### config.mk
export PLATFORM = sky130hd
export DESIGN_NAME = weight_load_ctrl_flat
export DESIGN_NICKNAME = d
export VERILOG_FILES = /design/src/rtl/conv_accel_pkg.sv /design/src/rtl/weight_load_ctrl_if.sv /design/src/rtl/load_counter.sv /design/src/rtl/weight_load_ctrl.sv /design/src/flat_wrapper.sv
export SDC_FILE = /design/constraint.sdc
export NUM_CORES = 1
export LEC_CHECK = 0
export ABC_AREA = 1
export ABC_CLOCK_PERIOD_IN_PS = 1750
export CAP_MARGIN = 20
export CORE_MARGIN = 2
export CORE_UTILIZATION = 44
export CTS_CLUSTER_DIAMETER = 100
export DETAILED_ROUTE_END_ITERATION = 8
export GPL_TIMING_DRIVEN = 0
export PLACE_DENSITY_LB_ADDON = 0.1
export SLEW_MARGIN = 25
export SYNTH_ARGS = -nofsm -noshare
export SYNTH_HDL_FRONTEND = slang
export SYNTH_SLANG_ARGS = --single-unit
### constraint.sdc
create_clock -name clk -period 1.75 [get_ports clk]
set_input_delay 0.175 -clock clk [delete_from_list [all_inputs] [get_ports clk]]
set_output_delay 0.175 -clock clk [all_outputs]
set_load 0.1 [all_outputs]
### src/rtl/conv_accel_pkg.sv
// Shared types and limits for the conv accelerator weight path.
// Holds the load FSM encoding and kernel-size checks.
package conv_accel_pkg;

  localparam int MAX_KERNEL = 16;
  localparam int STATE_W    = 2;
  localparam int KSIZE_W    = 8;

  typedef enum logic [STATE_W-1:0] {
    ST_IDLE = 2'd0,
    ST_LOAD = 2'd1,
    ST_RUN  = 2'd2
  } state_e;

  function automatic int idx_w(input int n);
    return (n > 1) ? $clog2(n) : 1;
  endfunction

  function automatic logic kernel_ok(
    input logic [KSIZE_W-1:0] k,
    input int unsigned        depth
  );
    return (k != '0) &&
           ({24'd0, k} <= depth);
  endfunction

endpackage

### src/rtl/weight_load_ctrl_if.sv
// Config and weight-stream handshake bundle.
// master drives requests/data, slave answers.
interface weight_load_ctrl_if #(
  parameter int DATA_WIDTH = 16
);
  import conv_accel_pkg::*;

  logic               cfg_valid;
  logic [KSIZE_W-1:0] cfg_kernel_size;
  logic               cfg_ready;
  logic               cfg_err;

  logic                  s_valid;
  logic [DATA_WIDTH-1:0] s_data;
  logic                  s_ready;

  modport master (
    output cfg_valid,
    output cfg_kernel_size,
    input  cfg_ready,
    input  cfg_err,
    output s_valid,
    output s_data,
    input  s_ready
  );

  modport slave (
    input  cfg_valid,
    input  cfg_kernel_size,
    output cfg_ready,
    output cfg_err,
    input  s_valid,
    input  s_data,
    output s_ready
  );

endinterface

### src/rtl/load_counter.sv
// Nested word/buffer counter for a weight load.
// Words wrap at kernel size and step the buffer index.
module load_counter
  import conv_accel_pkg::*;
#(
  parameter int NUM_BUFS = 4,
  parameter int IDX_W    = idx_w(NUM_BUFS)
) (
  input  logic               clk,
  input  logic               rstn,
  input  logic               i_clr,
  input  logic               i_en,
  input  logic [KSIZE_W-1:0] i_kernel_size,
  output logic [IDX_W-1:0]   o_buf_idx,
  output logic               o_last
);

  logic [KSIZE_W-1:0] r_word_cnt;
  logic [IDX_W-1:0]   r_buf_idx;
  logic               w_word_wrap;
  logic               w_idx_last;

  assign w_word_wrap =
    (r_word_cnt == (i_kernel_size - 8'd1));
  assign w_idx_last =
    (r_buf_idx == IDX_W'(NUM_BUFS - 1));
  assign o_last    = w_word_wrap & w_idx_last;
  assign o_buf_idx = r_buf_idx;

  // advance word count per beat, roll into next buffer
  always_ff @(posedge clk or negedge rstn) begin
    if (!rstn) begin
      r_word_cnt <= '0;
      r_buf_idx  <= '0;
    end else if (i_clr) begin
      r_word_cnt <= '0;
      r_buf_idx  <= '0;
    end else if (i_en) begin
      if (w_word_wrap) begin
        r_word_cnt <= '0;
        r_buf_idx  <= w_idx_last ? '0
                    : r_buf_idx + 1'b1;
      end else begin
        r_word_cnt <= r_word_cnt + 8'd1;
      end
    end
  end

endmodule

### src/rtl/weight_load_ctrl.sv
// Weight buffer load sequencer: IDLE -> LOAD -> RUN.
// Streams kernel_size words into each buffer, then reads.
module weight_load_ctrl
  import conv_accel_pkg::*;
#(
  parameter int DATA_WIDTH   = 16,
  parameter int NUM_BUFS     = 4,
  parameter int BUFFER_DEPTH = MAX_KERNEL
) (
  input  logic                  clk,
  input  logic                  rstn,
  weight_load_ctrl_if.slave     bus,
  output logic [NUM_BUFS-1:0]   buf_wr_en,
  output logic [DATA_WIDTH-1:0] buf_wr_data,
  output logic                  buf_rd_en,
  output logic                  weights_valid,
  input  logic                  pe_done,
  input  logic                  abort,
  output logic                  busy
);

  localparam int IDX_W = idx_w(NUM_BUFS);

  state_e r_state;
  state_e w_state_nxt;

  logic [KSIZE_W-1:0]    r_kernel_size;
  logic [NUM_BUFS-1:0]   r_wr_en;
  logic [DATA_WIDTH-1:0] r_wr_data;
  logic                  r_run;
  logic                  r_cfg_err;
  logic                  r_busy;

  logic [NUM_BUFS-1:0]   w_wr_en_nxt;
  logic [DATA_WIDTH-1:0] w_wr_data_nxt;
  logic                  w_run_nxt;
  logic                  w_cfg_err_nxt;
  logic                  w_cfg_take;
  logic                  w_clr;
  logic                  w_cnt_en;
  logic [IDX_W-1:0]      w_buf_idx;
  logic                  w_last;
  logic [NUM_BUFS-1:0]   w_onehot;

  // ready lines decode straight from state
  assign bus.cfg_ready = (r_state == ST_IDLE);
  assign bus.s_ready   = (r_state == ST_LOAD);
  assign bus.cfg_err   = r_cfg_err;

  assign buf_wr_en     = r_wr_en;
  assign buf_wr_data   = r_wr_data;
  assign buf_rd_en     = r_run;
  assign weights_valid = r_run;
  assign busy          = r_busy;

  load_counter #(
    .NUM_BUFS (NUM_BUFS),
    .IDX_W    (IDX_W)
  ) u_cnt (
    .clk           (clk),
    .rstn          (rstn),
    .i_clr         (w_clr),
    .i_en          (w_cnt_en),
    .i_kernel_size (r_kernel_size),
    .o_buf_idx     (w_buf_idx),
    .o_last        (w_last)
  );

  // one-hot strobe for the buffer being filled
  always_comb begin
    w_onehot = '0;
    for (int i = 0; i < NUM_BUFS; i++) begin
      w_onehot[i] = (w_buf_idx == IDX_W'(i));
    end
  end

  // state register
  always_ff @(posedge clk or negedge rstn) begin
    if (!rstn) r_state <= ST_IDLE;
    else       r_state <= w_state_nxt;
  end

  // next state and next registered outputs;
  // abort wins over every other event
  always_comb begin
    w_state_nxt   = r_state;
    w_wr_en_nxt   = '0;
    w_wr_data_nxt = r_wr_data;
    w_run_nxt     = 1'b0;
    w_cfg_err_nxt = 1'b0;
    w_cfg_take    = 1'b0;
    w_clr         = 1'b0;
    w_cnt_en      = 1'b0;
    if (abort) begin
      w_state_nxt = ST_IDLE;
      w_clr       = 1'b1;
    end else begin
      unique case (r_state)
        ST_IDLE: begin
          w_clr = 1'b1;
          if (bus.cfg_valid) begin
            if (kernel_ok(bus.cfg_kernel_size,
                          BUFFER_DEPTH)) begin
              w_cfg_take  = 1'b1;
              w_state_nxt = ST_LOAD;
            end else begin
              w_cfg_err_nxt = 1'b1;
            end
          end
        end
        ST_LOAD: begin
          if (bus.s_valid) begin
            w_wr_en_nxt   = w_onehot;
            w_wr_data_nxt = bus.s_data;
            w_cnt_en      = 1'b1;
            if (w_last) begin
              w_state_nxt = ST_RUN;
              w_run_nxt   = 1'b1;
            end
          end
        end
        ST_RUN: begin
          if (pe_done) w_state_nxt = ST_IDLE;
          else         w_run_nxt   = 1'b1;
        end
        default: w_state_nxt = ST_IDLE;
      endcase
    end
  end

  // registered outputs and latched kernel size
  always_ff @(posedge clk or negedge rstn) begin
    if (!rstn) begin
      r_kernel_size <= '0;
      r_wr_en       <= '0;
      r_wr_data     <= '0;
      r_run         <= 1'b0;
      r_cfg_err     <= 1'b0;
      r_busy        <= 1'b0;
    end else begin
      if (w_cfg_take)
        r_kernel_size <= bus.cfg_kernel_size;
      r_wr_en   <= w_wr_en_nxt;
      r_wr_data <= w_wr_data_nxt;
      r_run     <= w_run_nxt;
      r_cfg_err <= w_cfg_err_nxt;
      r_busy    <= (w_state_nxt != ST_IDLE);
    end
  end

endmodule

### src/flat_wrapper.sv
// flat-port wrapper written by rule: the top's interface ports become plain ports
module weight_load_ctrl_flat import conv_accel_pkg::*;
#(
  parameter int DATA_WIDTH   = 16,
  parameter int NUM_BUFS     = 4,
  parameter int BUFFER_DEPTH = MAX_KERNEL
)
  (clk, rstn, buf_wr_en, buf_wr_data, buf_rd_en, weights_valid, pe_done, abort, busy, bus_cfg_valid, bus_cfg_kernel_size, bus_cfg_ready, bus_cfg_err, bus_s_valid, bus_s_data, bus_s_ready);
  weight_load_ctrl_if #(.DATA_WIDTH(DATA_WIDTH)) bus_i ();
  input  logic clk;
  input  logic rstn;
  output logic [NUM_BUFS-1:0] buf_wr_en;
  output logic [DATA_WIDTH-1:0] buf_wr_data;
  output logic buf_rd_en;
  output logic weights_valid;
  input  logic pe_done;
  input  logic abort;
  output logic busy;
  input wire logic [$bits(bus_i.cfg_valid)-1:0] bus_cfg_valid;
  input wire logic [$bits(bus_i.cfg_kernel_size)-1:0] bus_cfg_kernel_size;
  output wire logic [$bits(bus_i.cfg_ready)-1:0] bus_cfg_ready;
  output wire logic [$bits(bus_i.cfg_err)-1:0] bus_cfg_err;
  input wire logic [$bits(bus_i.s_valid)-1:0] bus_s_valid;
  input wire logic [$bits(bus_i.s_data)-1:0] bus_s_data;
  output wire logic [$bits(bus_i.s_ready)-1:0] bus_s_ready;
  assign bus_i.cfg_valid = bus_cfg_valid;
  assign bus_i.cfg_kernel_size = bus_cfg_kernel_size;
  assign bus_cfg_ready = bus_i.cfg_ready;
  assign bus_cfg_err = bus_i.cfg_err;
  assign bus_i.s_valid = bus_s_valid;
  assign bus_i.s_data = bus_s_data;
  assign bus_s_ready = bus_i.s_ready;
  weight_load_ctrl #(.DATA_WIDTH(DATA_WIDTH), .NUM_BUFS(NUM_BUFS), .BUFFER_DEPTH(BUFFER_DEPTH)) u_core (.clk(clk), .rstn(rstn), .bus(bus_i), .buf_wr_en(buf_wr_en), .buf_wr_data(buf_wr_data), .buf_rd_en(buf_rd_en), .weights_valid(weights_valid), .pe_done(pe_done), .abort(abort), .busy(busy));
endmodule
Yosys cells after proc, flatten, opt, wreduce, memory -nomap -nowiden --
Cells that the tools add are included.
Word-level totals: flip-flop bits (word level) 43, latch bits 0, memory bits (writable) 0, bits in read-only memories 0, input bits 30, output and inout port bits 26, logic and storage cells 65, memories kept 0
Cells by class: add/subtract/negate cells 3, multipliers 0, divide/modulo/power cells 0, magnitude comparators 1, equal/unequal tests 6, shift operators 0, muxes and demuxes 35, bitwise logic cells 2, reduce and logical (&&, ||, !) cells 9
Operators by type and width (number):
- $mux W8 | 3
- $mux W2 | 10
- $mux W1 | 17
- $mux W4 | 3
- $add A8 B1 Y8 const B | 1
- $eq A8 B8 Y1 | 1
- $le A8 B5 Y1 const B | 1
- $reduce_bool A8 Y1 | 1
- $sub A8 B1 Y8 const B | 1
- $eq A2 B2 Y1 const B | 3
- $pmux W2 S3 | 1
- $reduce_bool A2 Y1 | 3
- $eq A2 B1 Y1 const B | 2
- $logic_not A2 Y1 | 2
- $reduce_and A3 Y1 | 1
- $add A2 B1 Y2 const B | 1
- $pmux W1 S2 | 1
- $reduce_and A2 Y1 | 1
- $and A1 B1 Y1 | 1
- $logic_and A1 B1 Y1 | 1
- $not A1 Y1 | 1

Depth between registers and ports, before layout --
depth after elaboration 8, mapped depth 14, gate-level depth less buffers 14

Modules after synthesis --
A second synthesis with hierarchy kept.
Unflattened totals: cells, all modules 290, area total of the unflattened synthesis 2263.4 um^2
Modules (own cells, without submodules):
- weight_load_ctrl | times used 1, cells an instance 161, area each 1432.6 um^2, sequential area each 825.8 um^2
- load_counter | times used 1, cells an instance 129, area each 830.8 um^2, sequential area each 250.2 um^2

Worst setup path after synthesis --
OpenSTA, ideal clock, no wires.
path type register to register, from register u_core.r_state[1], to register u_core.u_cnt.r_word_cnt[6], library setup time 0.121 ns, data arrival time 2.254 ns, data required time 1.629 ns, path slack -0.625 ns, cell stages (with the launch flop) 9, buffers on the path 0, clock period less this slack 2.375 ns, cell sequence dfrtp_1 inv_1 ha_1 nand2_1 nand2_4 nand4_1 nor3_1 xnor2_1 nor2_2
Between the ends: cells in the longest elaborated chain, start to end 4, elaborated cells on any way between the ends 8, those cells by class 1 x eq/ne; 5 x mux; 2 x reduce/logical
RTL lines:
- from (decl) | RTL line weight_load_ctrl.sv:24 | state_e r_state;
- from (signal assigned) | RTL line weight_load_ctrl.sv:80 | else r_state <= w_state_nxt;
- $eq A2 B1 Y1
- named net bus_s_ready | RTL line flat_wrapper.sv:25 | output wire logic [$bits(bus_i.s_ready)-1:0] bus_s_ready;
- $mux W1 | RTL line weight_load_ctrl.sv:98 | unique case (r_state)
- $mux W1 | RTL line weight_load_ctrl.sv:94 | if (abort) begin
- $reduce_bool A2 Y1 (no source line)
- to (signal assigned) | RTL line load_counter.sv:44 | r_word_cnt <= r_word_cnt + 8'd1;
- to (decl) | RTL line load_counter.sv:18 | logic [KSIZE_W-1:0] r_word_cnt;
The timed path passes the listed nets, and every way through them passes these cells. A chain may end at the register's enable or synchronous reset.

Worst setup path in the final report --
from register u_core.r_kernel_size[0], to register u_core.u_cnt.r_buf_idx[1], in the netlist u_core.u_cnt.o_buf_idx[1]
Between the ends: cells in the longest elaborated chain, start to end 4
RTL lines:
- from (decl) | RTL line weight_load_ctrl.sv:27 | logic [KSIZE_W-1:0] r_kernel_size;
- from (signal assigned) | RTL line weight_load_ctrl.sv:142 | r_kernel_size <= bus.cfg_kernel_size;
- $sub A8 B1 Y8 | RTL line load_counter.sv:24 | (r_word_cnt == (i_kernel_size - 8'd1));
- $eq A8 B8 Y1 | RTL line load_counter.sv:24
- $reduce_bool A2 Y1 (no source line)
- $reduce_and A2 Y1 (no source line)
- to (signal assigned) | RTL line load_counter.sv:41 | r_buf_idx <= w_idx_last ? '0
- to (decl) | RTL line load_counter.sv:19 | logic [IDX_W-1:0] r_buf_idx;
Every way passes these cells.

==> flow_summary.json <==
{
  "antenna_found_initial": 0,
  "final_cell_area_um2": 3100,
  "area_growth_pct": 36.9,
  "antenna_left": 0,
  "initial_core_util_pct": 44.9,
  "stdcell_count": 422,
  "synth_xor_area_share_pct": 3.87,
  "required_ns": 1.94,
  "synth_top_family_by_area": "simple AND/OR/NAND/NOR gates",
  "coreArea_um2": 5040,
  "r2r-end": "u_core.u_cnt.o_buf_idx[1]$_DFFE_PN0P_",
  "power.density_nw_per_um2": 966,
  "vias": 1912,
  "p_clk_share_pct": 22.7,
  "yosys-top-cells-area": "dfrtp_1 (47%), nand2_1 (16%), ha_1 (5.5%)",
  "crit_chain": "inv_2, ha_4, inv_2, nand2_1, nand2_1, nand2_1, nor2_1, nand3_1, nor2_4, nand2_2, nand2_2, nand2_4, nand2_1, o21ai_2",
  "r2r_slack_ns": -0.02,
  "globalplace.congestion": 0.824,
  "synth_mux_area_share_pct": 0,
  "final_common_cell": "nand2_1",
  "ys_ff_latch": 43,
  "reg2reg_depth": 14,
  "port_buffers": 55,
  "dr.pass1.iters": 4,
  "clk_pin_slew_ns": 0.09,
  "rsz0062_at_grt": "yes",
  "synth_top_area_share_pct": 47.5,
  "syn_inst": 282,
  "fp.dieArea_um2": 5740,
  "ys_async_sr_fraction_pct": 100,
  "num_io_pins": 56,
  "setup_tns_ns": -0.0761,
  "swShare_pct": 42.1,
  "synth.distinct_cells": 26,
  "crit_arrival_ns": 1.96,
  "critPathSlowestCell": "dfrtp_1",
  "drc_errors": 0,
  "cp_common_cell": "nand2_1",
  "worstSkewPairLatency_ns": 0.30,
  "yosys_warnings": 0,
  "r2r_start": "u_core.r_kernel_size[0]$_DFFE_PN0P_",
  "synth-simple-area-share_pct": 31.8,
  "path_max_fanout": 5,
  "worstMarginPinSlew_ns": 0.977,
  "viasPerCell": 4.53,
  "cts_made_buffers": 5,
  "fillCellCount": 475,
  "synth_compound_area_share_pct": 3.70,
  "max-slew-margin-rel_pct": 35.1,
  "diodes": 0,
  "pwr-share-comb_pct": 37.6,
  "p_leak_uw": 0.00159,
  "critPathMaxStageDelay_ns": 0.40,
  "status": "finished, violations left",
  "rows": 26,
  "place_hpwl_mm": 3.55,
  "finalWorstSetupSlack_ns": -0.0198,
  "synth.largest_area_cell": "dfrtp_1",
  "grt-ovfl-total": 0,
  "placed_cells": 408,
  "synth_adder_area_share_pct": 5.52,
  "syn_avg_cell_area_um2": 8.04,
  "fmax_mhz": 565,
  "grt_max_degree": 25,
  "cts_tree": "done",
  "synth_edf_count": 0,
  "final_nets": 391,
  "p_int_uw": 1730,
  "synth_area_um2": 2270,
  "hold_path.class": "in2async",
  "grt_pass1_vias": 1833,
  "setup_viol": 8,
  "drt_iter0_markers": 51,
  "p_switching_uw": 1260,
  "die_y_um": 75.8,
  "detail_route.wl_per_cell_um": 11.1,
  "clock_skew_ns": 0.00809,
  "clockRootBuffer": "clkbuf_8",
  "h-tree-depth": 2,
  "finalHoldViolations": 0,
  "placed_cell_area_um2": 2960,
  "final_max_slew_viol_count": 0,
  "vdd_drop_max_v": 0.000567,
  "violations": "negative setup slack",
  "grt_pass1_wl_mm": 8.01,
  "pwr-share-seq_pct": 39.7,
  "critPathKind": "reg2reg",
  "drive_gt1_share_pct": 16.8,
  "routed_wirelength_mm": 4.70,
  "clkSinkCount": 43,
  "path_buf_inv": 2,
  "syn-num-nets": 322,
  "power_uw": 3000,
  "synth_ff_type": "dfrtp_1",
  "track_usage_pct": 18.7,
  "die_x_um": 75.8,
  "yosysSeqAreaShare_pct": 47.5,
  "fin_crit_sh_pct": 101,
  "worstSetupStartpointType": "register",
  "layout_common_cells": "nand2_1 (96), dfrtp_1 (43), inv_1 (30)",
  "cts.path.max_buffers": 2,
  "max_cap_viol_count": 0,
  "path_depth": 14,
  "period_minus_slack_ns": 1.77,
  "place_ws_ns": -0.301,
  "crit_family": "simple AND/OR/NAND/NOR gates",
  "end_kind": "register"
}
-- kinds of logic (layout without fill, tap and decap cells) --
group / after synthesis / in the layout
xor gates and xnor gates: 10 / 10
adders and majority gates: 10 / 10
and+or+nand+nor: 162 / 162
AOI/OAI and AO/OA: 14 / 14
DFF: 43 / 43
buffers and inverters: 43 / 113
-- power groups by stage --
| stage | clock [µW] | sequential [µW] | combinational (µW) |
|---|---|---|---|
| after floorplan | 0 | 1700 | 312 |
| final | 680 | 1190 | 1130 |
| after CTS | 703 | 1190 | 1110 |
| after detailed placement | 0 | 1210 | 1110 |
| after global routing | 737 | 1210 | 1210 |
| after global placement | 0 | 1210 | 1090 |
-- worst max path at each step --
stage                                   startpoint                                     end  slack [ns]
2_1_floorplan          u_core.r_state[0]$_DFF_PN0_  u_core.u_cnt.r_word_cnt[7]$_DFFE_PN0P_       0.007
3_3_place_gp                                  rstn       u_core.buf_wr_data[8]$_DFFE_PN0P_       -0.70
3_5_place_dp           u_core.r_state[0]$_DFF_PN0_                           bus_cfg_ready       -0.30
4_1_cts                u_core.r_state[0]$_DFF_PN0_  u_core.u_cnt.r_word_cnt[7]$_DFFE_PN0P_        0.01
5_1_grt        u_core.r_kernel_size[1]$_DFFE_PN0P_   u_core.u_cnt.o_buf_idx[1]$_DFFE_PN0P_       -0.15
6_report       u_core.r_kernel_size[0]$_DFFE_PN0P_   u_core.u_cnt.o_buf_idx[1]$_DFFE_PN0P_       -0.02
-- area by class of cell --
type                       count  area [µm²]  share of cell area (%)
sequential                    43        1080                    34.7
inverter                      38         150                    4.84
clock buffer                   6        82.6                    2.66
timing repair buffer          62         577                    18.6
multi-input combinational    196        1080                    35.0
buffer                         5        27.5                   0.887
clock inverter                 2        16.3                   0.524
tap                           70        87.6                    2.82
-- synth_stat cells (2+ instances only) --
master,n
inv_1,33
dfrtp_1,43
nand4_1,7
nand2_1,99
o21ai_2,2
nand3_1,11
nor2_2,12
o21ai_1,3
xnor2_1,4
a21oi_1,2
nand2_2,2
clkbuf_1,3
buf_4,2
o21ai_0,6
xor2_1,6
nand2_4,3
nor3_1,2
ha_1,10
nor2_1,22
inv_2,4
-- repair_timing --
action,in CTS,in global routing
gates resized for setup,39,8
pin swaps,4,4
hold endpoints to repair,19,0
hold buffers,1,0
endpoints found under the setup margin,40,23
setup buffers,4,1
-- worst register-to-register path, delay by kind of cell, from the launching register on --
kind,cells,cell delay [ns]
compound gates,1,0.05
fa+ha+maj,1,0.21
buf+inv,2,0.13
flops,1,0.40
simple gates,10,0.89
-- per-stage QoR --
| step | hold WS [ns] | util, % |
|---|---|---|
| final | 0.354 | 61.5 |
| after detailed placement | 0.159 | 58.7 |
| after floorplan | -0.121 | - |
| after global routing | 0.414 | 61.5 |
| after CTS | 0.363 | 61.1 |
| after global placement | 0.454 | 58.4 |
-- routing by layer --
layer  routed length (µm)  global-route usage, %  up-vias
met5                    0                      0        -
met4                   82                   7.21        0
met3                  158                   4.76        6
met2                 2380                   32.4       30
met1                 2080                   22.1      878
li1                     -                      -      998
-- sequential cells by signal (all words and copies together) (netlist names), 2 cells and up --
name	cells
u_core.u_cnt.o_buf_idx	2
u_core.buf_wr_en	4
u_core.buf_wr_data	16
u_core.r_kernel_size	8
u_core.r_state	2
u_core.u_cnt.r_word_cnt	8
(Power assumes the default switching activity.)
